$ cat src/rtl/router_port_demux.sv
// rtl/router_port_demux.sv - registered frame-aware 1-to-NUM_PORTS demux for one router input port.
// Optional saturating error counter output err_cnt when ROUTER_DEMUX_ERRCNT_EN is defined.
module router_port_demux #(
    parameter int NUM_PORTS  = 16,
    parameter int ADDR_W     = $clog2(NUM_PORTS),
    parameter int PAD_CYCLES = 5
) (
    input  logic                 clock,
    input  logic                 reset_n,
    input  logic                 frame_n,
    input  logic                 valid_n,
    input  logic                 din,
    output logic [NUM_PORTS-1:0] frameo_n,
    output logic [NUM_PORTS-1:0] valido_n,
    output logic [NUM_PORTS-1:0] dout,
    output logic                 busy,
    output logic [ADDR_W-1:0]    addr_o,
    output logic                 proto_err
`ifdef ROUTER_DEMUX_ERRCNT_EN
    ,
    output logic [7:0]           err_cnt
`endif
);

    localparam int BCW = $clog2(ADDR_W + 1);
    localparam int PCW = $clog2(PAD_CYCLES + 1);

    typedef enum logic [1:0] {
        S_IDLE = 2'd0,
        S_ADDR = 2'd1,
        S_PAD  = 2'd2,
        S_DATA = 2'd3
    } state_e;

    state_e                 state_q, state_d;
    logic [ADDR_W-1:0]      addr_q, addr_d;
    logic [BCW-1:0]         bit_cnt_q, bit_cnt_d;
    logic [PCW-1:0]         pad_cnt_q, pad_cnt_d;
    logic [NUM_PORTS-1:0]   frameo_q, frameo_d;
    logic [NUM_PORTS-1:0]   valido_q, valido_d;
    logic [NUM_PORTS-1:0]   dout_q, dout_d;
    logic                   err_q, viol;

    always_ff @(posedge clock or negedge reset_n) begin
        if (!reset_n) begin
            state_q   <= S_IDLE;
            addr_q    <= '0;
            bit_cnt_q <= '0;
            pad_cnt_q <= '0;
            frameo_q  <= '1;
            valido_q  <= '1;
            dout_q    <= '0;
            err_q     <= 1'b0;
        end else begin
            state_q   <= state_d;
            addr_q    <= addr_d;
            bit_cnt_q <= bit_cnt_d;
            pad_cnt_q <= pad_cnt_d;
            frameo_q  <= frameo_d;
            valido_q  <= valido_d;
            dout_q    <= dout_d;
            err_q     <= viol;
        end
    end

    // Outputs default to idle every cycle; only DATA drives the selected channel,
    // so the selected output returns to idle on the edge after the frame ends.
    always_comb begin
        state_d   = state_q;
        addr_d    = addr_q;
        bit_cnt_d = bit_cnt_q;
        pad_cnt_d = pad_cnt_q;
        frameo_d  = '1;
        valido_d  = '1;
        dout_d    = '0;
        viol      = 1'b0;
        case (state_q)
            S_IDLE: begin
                if (!frame_n) begin
                    addr_d[0] = din;
                    bit_cnt_d = BCW'(1);
                    pad_cnt_d = '0;
                    state_d   = (ADDR_W == 1) ? S_PAD : S_ADDR;
                end
            end
            S_ADDR: begin
                if (frame_n) begin
                    viol = 1'b1;
                end else begin
                    for (int i = 0; i < ADDR_W; i++) begin
                        if (bit_cnt_q == BCW'(i)) addr_d[i] = din;
                    end
                    if (bit_cnt_q == BCW'(ADDR_W - 1)) begin
                        pad_cnt_d = '0;
                        state_d   = S_PAD;
                    end else begin
                        bit_cnt_d = bit_cnt_q + BCW'(1);
                    end
                end
            end
            S_PAD: begin
                if (frame_n || !valid_n) begin
                    viol = 1'b1;
                end else if (pad_cnt_q == PCW'(PAD_CYCLES - 1)) begin
                    pad_cnt_d = '0;
                    state_d   = S_DATA;
                end else begin
                    pad_cnt_d = pad_cnt_q + PCW'(1);
                end
            end
            S_DATA: begin
                for (int i = 0; i < NUM_PORTS; i++) begin
                    if (addr_q == ADDR_W'(i)) begin
                        frameo_d[i] = frame_n;
                        valido_d[i] = valid_n;
                        dout_d[i]   = din;
                    end
                end
                if (frame_n) state_d = S_IDLE;
            end
            default: state_d = S_IDLE;
        endcase
        // An aborted frame never reached DATA, so outputs are already idle.
        if (viol) begin
            state_d   = S_IDLE;
            bit_cnt_d = '0;
            pad_cnt_d = '0;
        end
    end

    assign frameo_n  = frameo_q;
    assign valido_n  = valido_q;
    assign dout      = dout_q;
    assign busy      = (state_q != S_IDLE);
    assign addr_o    = addr_q;
    assign proto_err = err_q;

`ifdef ROUTER_DEMUX_ERRCNT_EN
    logic [7:0] err_cnt_q;

    always_ff @(posedge clock or negedge reset_n) begin
        if (!reset_n) begin
            err_cnt_q <= 8'h00;
        end else if (viol && (err_cnt_q != 8'hFF)) begin
            err_cnt_q <= err_cnt_q + 8'h01;
        end
    end

    assign err_cnt = err_cnt_q;
`endif

endmodule

$ cat config.mk
export PLATFORM = sky130hd
export DESIGN_NAME = router_port_demux
export DESIGN_NICKNAME = d
export VERILOG_FILES = /design/src/rtl/router_port_demux.sv
export SDC_FILE = /design/constraint.sdc
export NUM_CORES = 1
export LEC_CHECK = 0
export ABC_CLOCK_PERIOD_IN_PS = 2700
export CAP_MARGIN = 25
export CORE_UTILIZATION = 49
export CTS_CLUSTER_SIZE = 28
export DETAILED_ROUTE_END_ITERATION = 6
export GPL_TIMING_DRIVEN = 0
export PLACE_DENSITY = 0.76
export SLEW_MARGIN = 40
export SYNTH_ARGS = -nofsm -noshare
export SYNTH_HDL_FRONTEND = slang
export SYNTH_SLANG_ARGS = --single-unit
$ cat constraint.sdc
create_clock -name clock -period 2.7 [get_ports clock]
set_clock_uncertainty 0.15 [all_clocks]
set_input_delay 0.675 -clock clock [delete_from_list [all_inputs] [get_ports clock]]
set_output_delay 0.675 -clock clock [all_outputs]
set_load 0.1 [all_outputs]
# Word-level counts from Yosys, hierarchy flattened
# Index checks and enable logic that the tools add are counted.
[word_totals] elab_cells=140 register_bits=61 out_inout_bits=54
[op_classes] n_bitwise=1 n_mux=78 n_addsub=2 eq_ne=32 n_reduce_logical=16
[ops] cell="$mux 1" n=53
[ops] cell="$mux 16" n=3
[ops] cell="$eq 4x4->1 const B" n=8
[ops] cell="$mux 3" n=10
[ops] cell="$ne 3x3->1 const B" n=7
[ops] cell="$eq 4x3->1 const B" n=4
[ops] cell="$mux 2" n=7
[ops] cell="$pmux 3 s3" n=1
[ops] cell="$reduce_and 3->1" n=3
[ops] cell="$eq 4x2->1 const B" n=2
[ops] cell="$pmux 2 s4" n=1
[ops] cell="$reduce_and 4->1" n=2
[ops] cell="$add 3x1->3 const B" n=2
[ops] cell="$eq 3x2->1 const B" n=2
[ops] cell="$ne 2x2->1 const B" n=3
[ops] cell="$pmux 3 s2" n=1
[ops] cell="$reduce_and 6->1" n=1
[ops] cell="$reduce_and 5->1" n=1
[ops] cell="$eq 2x2->1 const B" n=2
[ops] cell="$eq 4x1->1 const B" n=1
[ops] cell="$logic_not 4->1" n=1
[ops] cell="$pmux 1 s2" n=2
[ops] cell="$reduce_bool 2->1" n=2
[ops] cell="$reduce_bool 4->1" n=1
[ops] cell="other kinds (9)" n=9

# Logic depth before layout (Yosys ltp)
# Gate-level depths: netlist (run 1).
[depth] ltp_word=6 mapped_depth=7

# Worst setup path after synthesis (run 1)
# OpenSTA, ideal clock, no wires.
[synth_path] kind="reg-to-output" from="register state_q[0]" to="output busy" setup_slack_ns=0.612 path_stages_with_launch=4 arrival_ns=1.263 n_path_buf=0 cell_sequence="dfrtp_1 -> inv_1 -> ha_1 -> inv_1"
[synth_between] elab_chain_len=1
[synth_lines] item="start: declaration" line="35" source="state_e state_q, state_d;"
[synth_lines] item="start signal: assignment" line="55" source="state_q <= state_d;"
[synth_lines] item="$reduce_bool 2->1" line="134" source="assign busy = (state_q != S_IDLE);"
[synth_lines] item="end: declaration" line="16" source="output logic busy,"
# Every way passes these cells.

# Worst setup path after layout (run 1)
# Ends and elaborated chain as after synthesis.

==> impl_metrics.yaml, run 1 <==
finish:
  n_antenna_cell: 0
  nNetsFinal: 300
  area_growth_pct: 26.2
  n_fill_cell: 386
  drive_gt1_share_pct: 41.2
  fin_util_pct: 64.9
outcome:
  status: "complete, no violations"
cts:
  clk_pin_slew_ns: 0.07
  clkSinkCount: 61
  clock_path_buffers: 2
  cts_setup_buffers: 0
  h-tree-depth: 3
  post_cts_resized: 0
  cts_tree: "done"
  cts_buffers: 9
  worstSkewPairLatency_ns: 0.32
  postCtsHoldBufs: 0
  clockRootBuffer: "clkbuf_8"
synth:
  ys_types: 35
  synth.top_cell.area_share_pct: 34.2
  synth-edff-count: 0
  synth_top_cells_by_area: "dfstp_2 34%, dfrtp_1 30%, nand2_1 6.3%"
  ys.flop_type: "dfstp_2"
  synth_area_leader_cell: "dfstp_2"
  synth_top_family_by_area: "simple AND/OR/NAND/NOR gates"
  synthAdderAreaFrac_pct: 5.60
  ys_ff_latch: 61
  synthesis.area_per_instance_sq_um: 11.5
  yosysWarnings: 0
  synth_area_sq_um: 2460
  synth-compound-area-share_pct: 5.39
  post_synth_mux_area_share_pct: 3.56
  synth_xor_area_share_pct: 0
  yosysSeqAreaShare_pct: 63.7
  synthCells: 214
  synth-simple-area-share_pct: 17.9
  synthArstFlopShare_pct: 100
  synth_fp_nets: 230
drt:
  dr.pass1.iters: 4
  ant_nets: 0
  vias_per_cell: 4.78
  drcViolationCount: 0
  finalWirelength_mm: 4.58
  avgRoutedWirePerCell_um: 12.9
  drtIter0Drc: 73
  vias: 1702
floorplanning:
  dieArea_sq_um: 5310
  die_w_um: 72.9
  io_pins: 59
  coreArea_sq_um: 4790
  die_h_um: 72.9
  initial_core_util_pct: 51.4
  num_rows: 25
timing:
  setup_viol: 0
  period_share_pct: 87.7
  setup_ws_ns: 0.332
  hold_viol: 0
  min_period_ns: 2.37
  grt_setup_unrepaired: "false"
  tightest_slew_ns: 0.496
  maxSlewHeadroom_pct: 67.2
  slew_violations: 0
  fmax_ghz: 0.422
grt:
  grt_max_degree: 43
  grt_antenna_before_repair: 0
  grt_use_met1_pct: 27.1
  grt_usage_pct: 19.8
  met2_usage_pct: 30.2
  use_met3_pct: 4.28
  busiest_layer: "met2"
  first_global_vias: 1660
  grt_pass1_wl_mm: 7.78
  gr-total-overflow: 0
power:
  power_leakage_uw: 0.00138
  p_per_area_nw_per_um2: 1100
  ir_drop_uv: 887
worst_hold_path:
  min_path_type: "input pin to asynchronous set/reset pin"
placement:
  gp_congestion: 0.795
  place_ws_ns: 0.156
  hpwl_mm: 3.22
  portBuffers: 58
flow_run:
  maxCapViolations: 0
setup_path:
  path_max_fanout: 5
  cp.arrival_ns: 1.54
  worst-setup-path-type: "register to primary output"
  startpoint_type: "register"
  endpoint_kind: "primary output"
  worstPathRequired_ns: 1.88
==> critical path, cell delays in order, from the launching register on <==
cell and delay (ns):
dfrtp_1 0.38, inv_1 0.09, ha_1 0.26, inv_1 0.07, buf_2 0.42
==> metrics by stage <==
| stage | cells | hold slack (ns) | total power, uW | instance area (sq um) | TNS [ns] |
|---|---|---|---|---|---|
| 6_report | 356 | 0.296 | 3400 | 3100 | 0 |
| 5_1_grt | 356 | 0.325 | 3590 | 3100 | 0 |
| 4_1_cts | 356 | 0.295 | 3430 | 3100 | 0 |
| 3_5_place_dp | 340 | 0.368 | 2500 | 2870 | 0 |
| 3_3_place_gp | 339 | 0.360 | 2540 | 3120 | -36.22 |
| 2_1_floorplan | 214 | 0.229 | 2230 | 2460 | 0 |
==> cells in the final DEF (no fill, tap or decap), drive strengths merged, types with 2 or more instances in the layout <==
cell and n:
buf 59, nand2 41, dfstp 32, dfrtp 29
clkbuf 22, nor3 15, nor2 13, inv 12
ha 11, nor4 8, nand2b 6, mux2 6
nor2b 4, a21oi 4, clkdlybuf4s50 3, and3 3
a22oi 2, mux2i 2, nand3 2, bufinv 2
==> kinds of logic (layout without fill, tap and decap cells) <==
group	Yosys count	in the layout
adder cells (fa/ha/maj)	11	11
AO/OA/AOI/OAI	16	16
buffers and inverters	25	100
flip-flops	61	61
multiplexers	8	8
AND/OR/NAND/NOR	93	93
==> power by group <==
| group | switching [uW] | total, uW | internal [uW] |
|---|---|---|---|
| Sequential | 64.6 | 1090 | 1020 |
| Clock | 346 | 918 | 572 |
| Combinational | 1030 | 1400 | 368 |
==> flip-flops by register name (all words and copies together) (netlist names) <==
| name | flops |
|---|---|
| valido_n | 16 |
| pad_cnt_q | 3 |
| frameo_n | 16 |
| bit_cnt_q | 3 |
| state_q | 2 |
| proto_err | 1 |
| addr_o | 4 |
| dout | 16 |
==> Yosys cell counts (2+ instances only) <==
| library cell | n |
|---|---|
| nand2b_1 | 5 |
| dfrtp_1 | 29 |
| nor4_1 | 8 |
| clkbuf_1 | 11 |
| nor3_1 | 15 |
| nand3_1 | 2 |
| a22oi_1 | 2 |
| nand2_1 | 41 |
| dfstp_2 | 32 |
| nor2_1 | 13 |
| buf_2 | 2 |
| and3_1 | 2 |
| inv_1 | 10 |
| mux2_2 | 5 |
| ha_1 | 11 |
| nor2b_1 | 4 |
| a21oi_2 | 2 |
| a21oi_1 | 2 |
| mux2i_1 | 2 |
==> final timing paths <==
kind / depth (start not counted) / slack (ns) / from / end
setup / recovery: 4 / 0.33 / state_q[0] / busy
hold / removal: 1 / 0.30 / reset_n / frameo_n[1]
setup reg to reg: 6 / 0.64 / state_q[0] / pad_cnt_q[0]
hold reg to reg: 1 / 0.38 / pad_cnt_q[0] / pad_cnt_q[0]
max in group asynchronous: 2 / 1.79 / reset_n / frameo_n[10]
min in group clock: 1 / 0.38 / pad_cnt_q[0] / pad_cnt_q[0]
==> routing by layer <==
layer	wire (um)	vias to the layer above
li1	-	850
met1	2210	801
met2	2120	46
met3	197	5
met4	54	0
met5	0	-
==> final cells by class <==
type,instances,area (sq um),share of cell area [%]
sequential,61,1570,50.5
multi-input combinational,128,797,25.7
timing repair buffer,59,328,10.6
clock buffer,11,151,4.88
tap,67,83.8,2.70
clock inverter,5,81.3,2.62
buffer,14,55.1,1.77
inverter,11,41.3,1.33
Power figures use the tool's default switching activity.
==> inputs of run 2 (changes only) <==
- HOLD_SLACK_MARGIN: default -> 0.06
==> results of run 2 <==
Final layout, timing and power as in run 1 (identical DEF).
